[config.mk]
export PLATFORM = sky130hd
export DESIGN_NAME = inst_rom_arbiter
export DESIGN_NICKNAME = d
export VERILOG_FILES = /design/src/rtl/inst_rom_arbiter.sv
export SDC_FILE = /design/constraint.sdc
export NUM_CORES = 1
export LEC_CHECK = 0
export BUFFER_PORTS_ARGS = -buffer_cell sky130_fd_sc_hd__buf_4
export CAP_MARGIN = 20
export CORE_UTILIZATION = 40
export CTS_CLUSTER_DIAMETER = 40
export DETAILED_ROUTE_END_ITERATION = 12
export GPL_ROUTABILITY_DRIVEN = 0
export GPL_TIMING_DRIVEN = 0
export PLACE_DENSITY = 0.77
export SLEW_MARGIN = 20
export SYNTH_ARGS = -nofsm -noshare
export SYNTH_HDL_FRONTEND = slang
export SYNTH_SLANG_ARGS = --single-unit
[constraint.sdc]
create_clock -name clk -period 1.5 [get_ports clk]
set_input_delay 0 -clock clk [delete_from_list [all_inputs] [get_ports clk]]
set_output_delay 0 -clock clk [all_outputs]
set_load 0.02 [all_outputs]
[src/rtl/inst_rom_arbiter.sv]
// Arbitrates the single combinational instruction ROM between the IF fetch port and a debug read port.
// IF has fixed priority, but a debug request that keeps losing is forced through after MAX_WAIT cycles.
module inst_rom_arbiter #(
    parameter int MAX_WAIT = 4,
    parameter int ADDR_W   = 32,
    parameter int DATA_W   = 32
) (
    input  logic              clk,
    input  logic              rst,

    input  logic              if_req,
    input  logic [ADDR_W-1:0] if_addr,
    output logic              if_gnt,
    output logic              if_rvalid,
    output logic [DATA_W-1:0] if_inst,
    output logic              if_err,

    input  logic              dbg_req,
    input  logic [ADDR_W-1:0] dbg_addr,
    output logic              dbg_gnt,
    output logic              dbg_rvalid,
    output logic [DATA_W-1:0] dbg_data,
    output logic              dbg_err,

    output logic              rom_ce,
    output logic [ADDR_W-1:0] rom_addr,
    input  logic [DATA_W-1:0] rom_inst,

    output logic              stallreq
);

    localparam int               CNT_W    = $clog2(MAX_WAIT + 1);
    localparam logic [CNT_W-1:0] WAIT_MAX = CNT_W'(MAX_WAIT);

    logic [CNT_W-1:0]  wait_cnt_q, wait_cnt_d;
    logic              if_rvalid_q, if_rvalid_d;
    logic              if_err_q, if_err_d;
    logic [DATA_W-1:0] if_inst_q, if_inst_d;
    logic              dbg_rvalid_q, dbg_rvalid_d;
    logic              dbg_err_q, dbg_err_d;
    logic [DATA_W-1:0] dbg_data_q, dbg_data_d;

    logic force_dbg;
    logic if_aligned;
    logic dbg_aligned;

    // Arbitration and ROM drive; every request-side output is held low while in reset.
    always_comb begin
        if_aligned  = (if_addr[1:0] == 2'b00);
        dbg_aligned = (dbg_addr[1:0] == 2'b00);
        force_dbg   = dbg_req && (wait_cnt_q == WAIT_MAX);
        dbg_gnt     = !rst && dbg_req && (!if_req || force_dbg);
        if_gnt      = !rst && if_req && !dbg_gnt;
        stallreq    = !rst && if_req && !if_gnt;

        rom_ce   = 1'b0;
        rom_addr = '0;
        if (if_gnt) begin
            rom_ce   = if_aligned;
            rom_addr = if_addr;
        end else if (dbg_gnt) begin
            rom_ce   = dbg_aligned;
            rom_addr = dbg_addr;
        end
    end

    // Starvation counter: counts consecutive lost cycles, clears on grant or withdrawal.
    always_comb begin
        wait_cnt_d = wait_cnt_q;
        if (!dbg_req || dbg_gnt) begin
            wait_cnt_d = '0;
        end else if (wait_cnt_q != WAIT_MAX) begin
            wait_cnt_d = wait_cnt_q + CNT_W'(1);
        end
    end

    // Return path: a misaligned grant returns a zero word flagged with err.
    always_comb begin
        if_rvalid_d  = if_gnt;
        if_err_d     = if_gnt && !if_aligned;
        if_inst_d    = if_inst_q;
        dbg_rvalid_d = dbg_gnt;
        dbg_err_d    = dbg_gnt && !dbg_aligned;
        dbg_data_d   = dbg_data_q;
        if (if_gnt) begin
            if_inst_d = if_aligned ? rom_inst : '0;
        end
        if (dbg_gnt) begin
            dbg_data_d = dbg_aligned ? rom_inst : '0;
        end
    end

    always_ff @(posedge clk) begin
        if (rst) begin
            wait_cnt_q   <= '0;
            if_rvalid_q  <= 1'b0;
            if_err_q     <= 1'b0;
            if_inst_q    <= '0;
            dbg_rvalid_q <= 1'b0;
            dbg_err_q    <= 1'b0;
            dbg_data_q   <= '0;
        end else begin
            wait_cnt_q   <= wait_cnt_d;
            if_rvalid_q  <= if_rvalid_d;
            if_err_q     <= if_err_d;
            if_inst_q    <= if_inst_d;
            dbg_rvalid_q <= dbg_rvalid_d;
            dbg_err_q    <= dbg_err_d;
            dbg_data_q   <= dbg_data_d;
        end
    end

    // Gating by rst kills a return that was granted just before reset asserted.
    always_comb begin
        if_rvalid  = if_rvalid_q && !rst;
        if_err     = if_err_q && !rst;
        if_inst    = rst ? '0 : if_inst_q;
        dbg_rvalid = dbg_rvalid_q && !rst;
        dbg_err    = dbg_err_q && !rst;
        dbg_data   = rst ? '0 : dbg_data_q;
    end

endmodule

# --- Word level (Yosys, flattened, before mapping) ---
# Cells that the tools add are included.
totals:
  ff_bits: 71
  out_inout_bits: 104
  wordCells: 42
op_classes:
  n_eq_ne: 2
  n_mux: 8
  add_sub_neg: 1
  reduce_logical: 24
ops:
  columns: ["op", "count"]
  rows:
  - ["$mux 32", 6]
  - ["$logic_and 1x1->1", 12]
  - ["$logic_not 1->1", 7]
  - ["$logic_not 2->1", 2]
  - ["$add 3x1->3 const B", 1]
  - ["$eq 3x3->1 const B", 1]
  - ["$ne 3x3->1 const B", 1]
  - ["$logic_or 1x1->1", 2]
  - ["$mux 1", 2]
  - ["$reduce_or 2->1", 1]

# --- Logic depth before layout (Yosys ltp) ---
depth:
  word_depth: 8
  ltp_mapped: 8
  mapped_depth_nobuf: 6

# --- Least setup slack after synthesis ---
# Ideal clock, no wire load.
synth_path:
  kind: "reg-to-output"
  startpoint: "reg wait_cnt_q[0]"
  endpoint: "out rom_addr[0]"
  t_required_ps: 1500
  arrival_ps: 1462
  path_stages_with_launch: 9
  n_path_buf: 2
  path_slack_ps: 38
  path_cell_list: "dfxtp_1 -> inv_1 -> ha_1 -> a21bo_1 -> buf_4 -> nand2_4 -> inv_4 -> buf_4 -> a22o_1"
synth_between:
  elab_chain_len: 7
  word_cells_on_any_way: 8
  cone_classes: "eq/ne (1); mux (2); reduce/logical (5)"
synth_rtl:
  columns: ["item", "line_no", "rtl"]
  rows:
  - ["from (decl)", "35", "logic [CNT_W-1:0] wait_cnt_q, wait_cnt_d;"]
  - ["from (signal assigned)", "103", "wait_cnt_q <= wait_cnt_d;"]
  - ["$eq 3x3->1 *", "51", "force_dbg = dbg_req && (wait_cnt_q == WAIT_MAX);"]
  - ["$logic_and 1x1->1 *", "51", null]
  - ["$logic_or 1x1->1 *", "52", "dbg_gnt = !rst && dbg_req && (!if_req || force_dbg);"]
  - ["$logic_and 1x1->1 *", "52", null]
  - ["$logic_not 1->1", "53", "if_gnt = !rst && if_req && !dbg_gnt;"]
  - ["$logic_and 1x1->1", "53", null]
  - ["$mux 32 *", "58", "if (if_gnt) begin"]
  - ["to (decl)", "26", "output logic [ADDR_W-1:0] rom_addr,"]
# Every way passes the cells marked *; elsewhere a longest branch is shown, timed or not.

# --- Final worst setup path ---
layout_path:
  startpoint: "reg wait_cnt_q[0]"
  endpoint: "out rom_addr[13]"
# Same word-level chain as after synthesis.

==> metrics <==
Avg Synthesized Cell Area=9.76 µm²; Antenna Violating Nets Remaining=0; number of DRC violations after detailed-routing iteration 0=97; starting utilization of the core area=41.1%; die height=96.5 µm; unrepaired setup endpoints after global routing=true; worst slew margin relative to its limit=63.5%; clock tree from TritonCTS=yes; Most common cell on crit path=buf_6; share of the clock period used by the worst path after layout=115%; post-detailed-route DRC marker count=0; Lkg Pwr=0.00327 µW; number of storage elements in the synthesis netlist=71; boundary pin count=204; Max Root-Sink Buffers=2; share of the core filled with cells=68.2%; top-area cell type share of the netlist area=39.8%; worst-path cell chain=inv_2 -> ha_4 -> a21bo_4 -> nand2_8 -> inv_8 -> buf_6 -> a22o_1 -> buf_6; number of distinct library cell variants in the gate-level netlist after synthesis=20; summed negative setup slack over all endpoints=-8.41 ns; count of max-cap constraint violations=0; violated checks=setup timing; data required time at the worst endpoint=1.50 ns; antenna cells=0; Clock Skews=0.00885 ns; # setup viols final=58; maximum VDD drop=0.000461 V; outcome=complete, but fails checks; remaining global-route overflow=0; PortBufs=203; Final Max Tran Viols=0; Clock Pin Slew Worst Setup and Hold Paths=0.07 ns; die footprint=9310 µm²; Worst Path Arrival=1.72 ns; synth warn=0; # rows=34; instance area after placement=5230 µm²; Min Clock Period, post-route=1.72 ns; Final Hold Viols=0; via count of the first global-routing pass=3804; initial antenna violation count=0; least setup slack across all paths after layout=-0.221 ns; Post-Syn Instances=366; Worst Max-Slew Pin Slew=0.546 ns; critical path capture point type=output pin; floorplan die width=96.5 µm; drt first pass iters=4; most used standard cells in the synthesized netlist=dfxtp_1 (71), nor2b_1 (70), a21bo_1 (65), nand4_1 (64), a22o_1 (33); cell area power density=717 nW/µm²; cells taking the most area after synthesis=dfxtp_1 (40%), a21bo_1 (18%), nor2b_1 (12%); multi-input logic area=1940 µm²; source-to-sink clock delay at the later pin of the worst-skew pair=0.34 ns; cell type with the largest total area after synthesis=dfxtp_1; CP peak stage delay=0.33 ns; DP Wirelength=9.25 mm; Slowest cell on crit path=dfxtp_2; area delta synth->final=65.8%; Synthesized Nets=468; vias per cell=5.23; number of standard cells in the layout, taps in and fillers out=722; minimum setup slack among reg-to-reg paths=-0.09 ns; type of origin of the critical path=register; post-DR wirelength/cell=17.3 µm; fin nets=712; primary flip-flop cell chosen by synthesis mapping=dfxtp_1; part of the Yosys area used for sequential elements=39.8%; CTS H-tree lvls=3; clock tree sinks=71; CTS root buffer=clkbuf_8; detailed-route via count=3775; combined global-route utilization of all metal layers=26.9%; crit path kind=reg2out; core region area=8680 µm²; post-synthesis cell area=3570 µm²; largest fanout on the critical path=5; pre-CTS setup slack=-0.223 ns; type of the worst min-delay path=in2reg; global-route wire length before repair=18.7 mm; register area=1420 µm²; fraction of layout cells with a size suffix above 1=46.3%; proportion of register bits with asynchronous set or reset after synthesis=0%; most numerous cell in the Yosys netlist=dfxtp_1; number of enable-type register cells in the synthesized netlist=0; number of placed instances, taps included=677; maximum frequency from static timing analysis=581 MHz; number of buffers inserted during clock tree synthesis=9; largest net degree at the start of global routing=12; Fill cells=731; Post-Route WL=12.5 mm; fin area=5920 µm²
kinds of logic after synthesis:
| logic type | after synthesis | synth area share, % |
|---|---|---|
| adder cells (fa/ha/maj) | 2 | 0.701 |
| AND/OR/NAND/NOR | 147 | 25.6 |
| AO/OA/AOI/OAI | 98 | 26.3 |
| flip-flops | 71 | 39.8 |
| buffers and inverters | 47 | 7.32 |
| multiplexers | 1 | 0.280 |
critical path: cells and delay by family, from the launching register on:
kind            cells  cell delay [ns]
compound gates      2             0.45
simple gates        1             0.08
fa+ha+maj           1             0.17
buf+inv             4             0.35
flops               1             0.33
per-layer routing:
layer  vias to the layer above  wire (µm)  GRT usage [%]
met4                         0        304           10.9
li1                       1824          -              -
met3                        23        574           3.83
met1                      1779       4750           29.3
met5                         -          0              0
met2                       149       6860           51.6
path summary, 6_finish.rpt:
path,start,to,depth (start not counted)
hold reg to reg,wait_cnt_q[0],wait_cnt_q[0],2
hold / removal,rom_inst[15],if_inst_q[15],3
setup / recovery,wait_cnt_q[0],rom_addr[13],8
setup reg to reg,wait_cnt_q[0],dbg_data_q[22],8
power by group:
part / total [µW] / leakage (µW) / switching, µW / internal [µW]
logic: 992 / 0.00261 / 476 / 516
clock network: 1310 / 0.0000850 / 685 / 628
registers: 1940 / 0.000577 / 9.82 / 1930
area by class of cell:
cell class              instances  share of cell area (%)
multi-input cells             248                    32.8
clock inverters                 4                   0.380
repair inverters                1                   0.106
plain buffers                  39                    4.48
well taps                     108                    2.28
flip-flops and latches         71                    24.0
repair buffers                233                    32.9
clock buffers                  11                    2.39
inverters                       7                   0.655
registers in the layout (all words and copies together), names as in the netlist:
| register | cells |
|---|---|
| if_inst_q | 32 |
| wait_cnt_q | 3 |
| dbg_data_q | 32 |
| dbg_rvalid_q | 1 |
| if_rvalid_q | 1 |
| dbg_err_q | 1 |
| if_err_q | 1 |
through the flow:
| step | hold slack [ns] | total power (µW) |
|---|---|---|
| after floorplan | 0.119 | 2390 |
| after global placement | 0.247 | 2820 |
| after detailed placement | 0.255 | 2840 |
| after CTS | 0.00000300 | 4250 |
| after global routing | 0.00381 | 4400 |
| final | 0.00874 | 4250 |
layout by cell type, fill, tap and decap left out, types with 2 or more instances in the layout:
| cell type | instances |
|---|---|
| a21bo_1 | 64 |
| a22o_1 | 33 |
| buf_2 | 22 |
| buf_4 | 179 |
| buf_6 | 47 |
| buf_8 | 2 |
| clkbuf_1 | 5 |
| clkbuf_8 | 10 |
| clkinv_2 | 3 |
| dfxtp_1 | 69 |
| dfxtp_2 | 2 |
| dlygate4sd3_1 | 15 |
| inv_2 | 4 |
| nand4_1 | 64 |
| nor2_1 | 6 |
| nor2b_1 | 70 |
| nor3b_2 | 2 |
timing repair:
action | 4_1_cts | 5_1_grt
gates resized for setup | 59 | 16
setup endpoints to repair | 96 | 81
buffers inserted | 10 | 3
pin swaps | 8 | 9
gates cloned | 4 | 0
endpoints found under the hold margin | 16 | 0
hold buffers | 15 | 0
No activity file was read; power rests on OpenSTA's default activity.
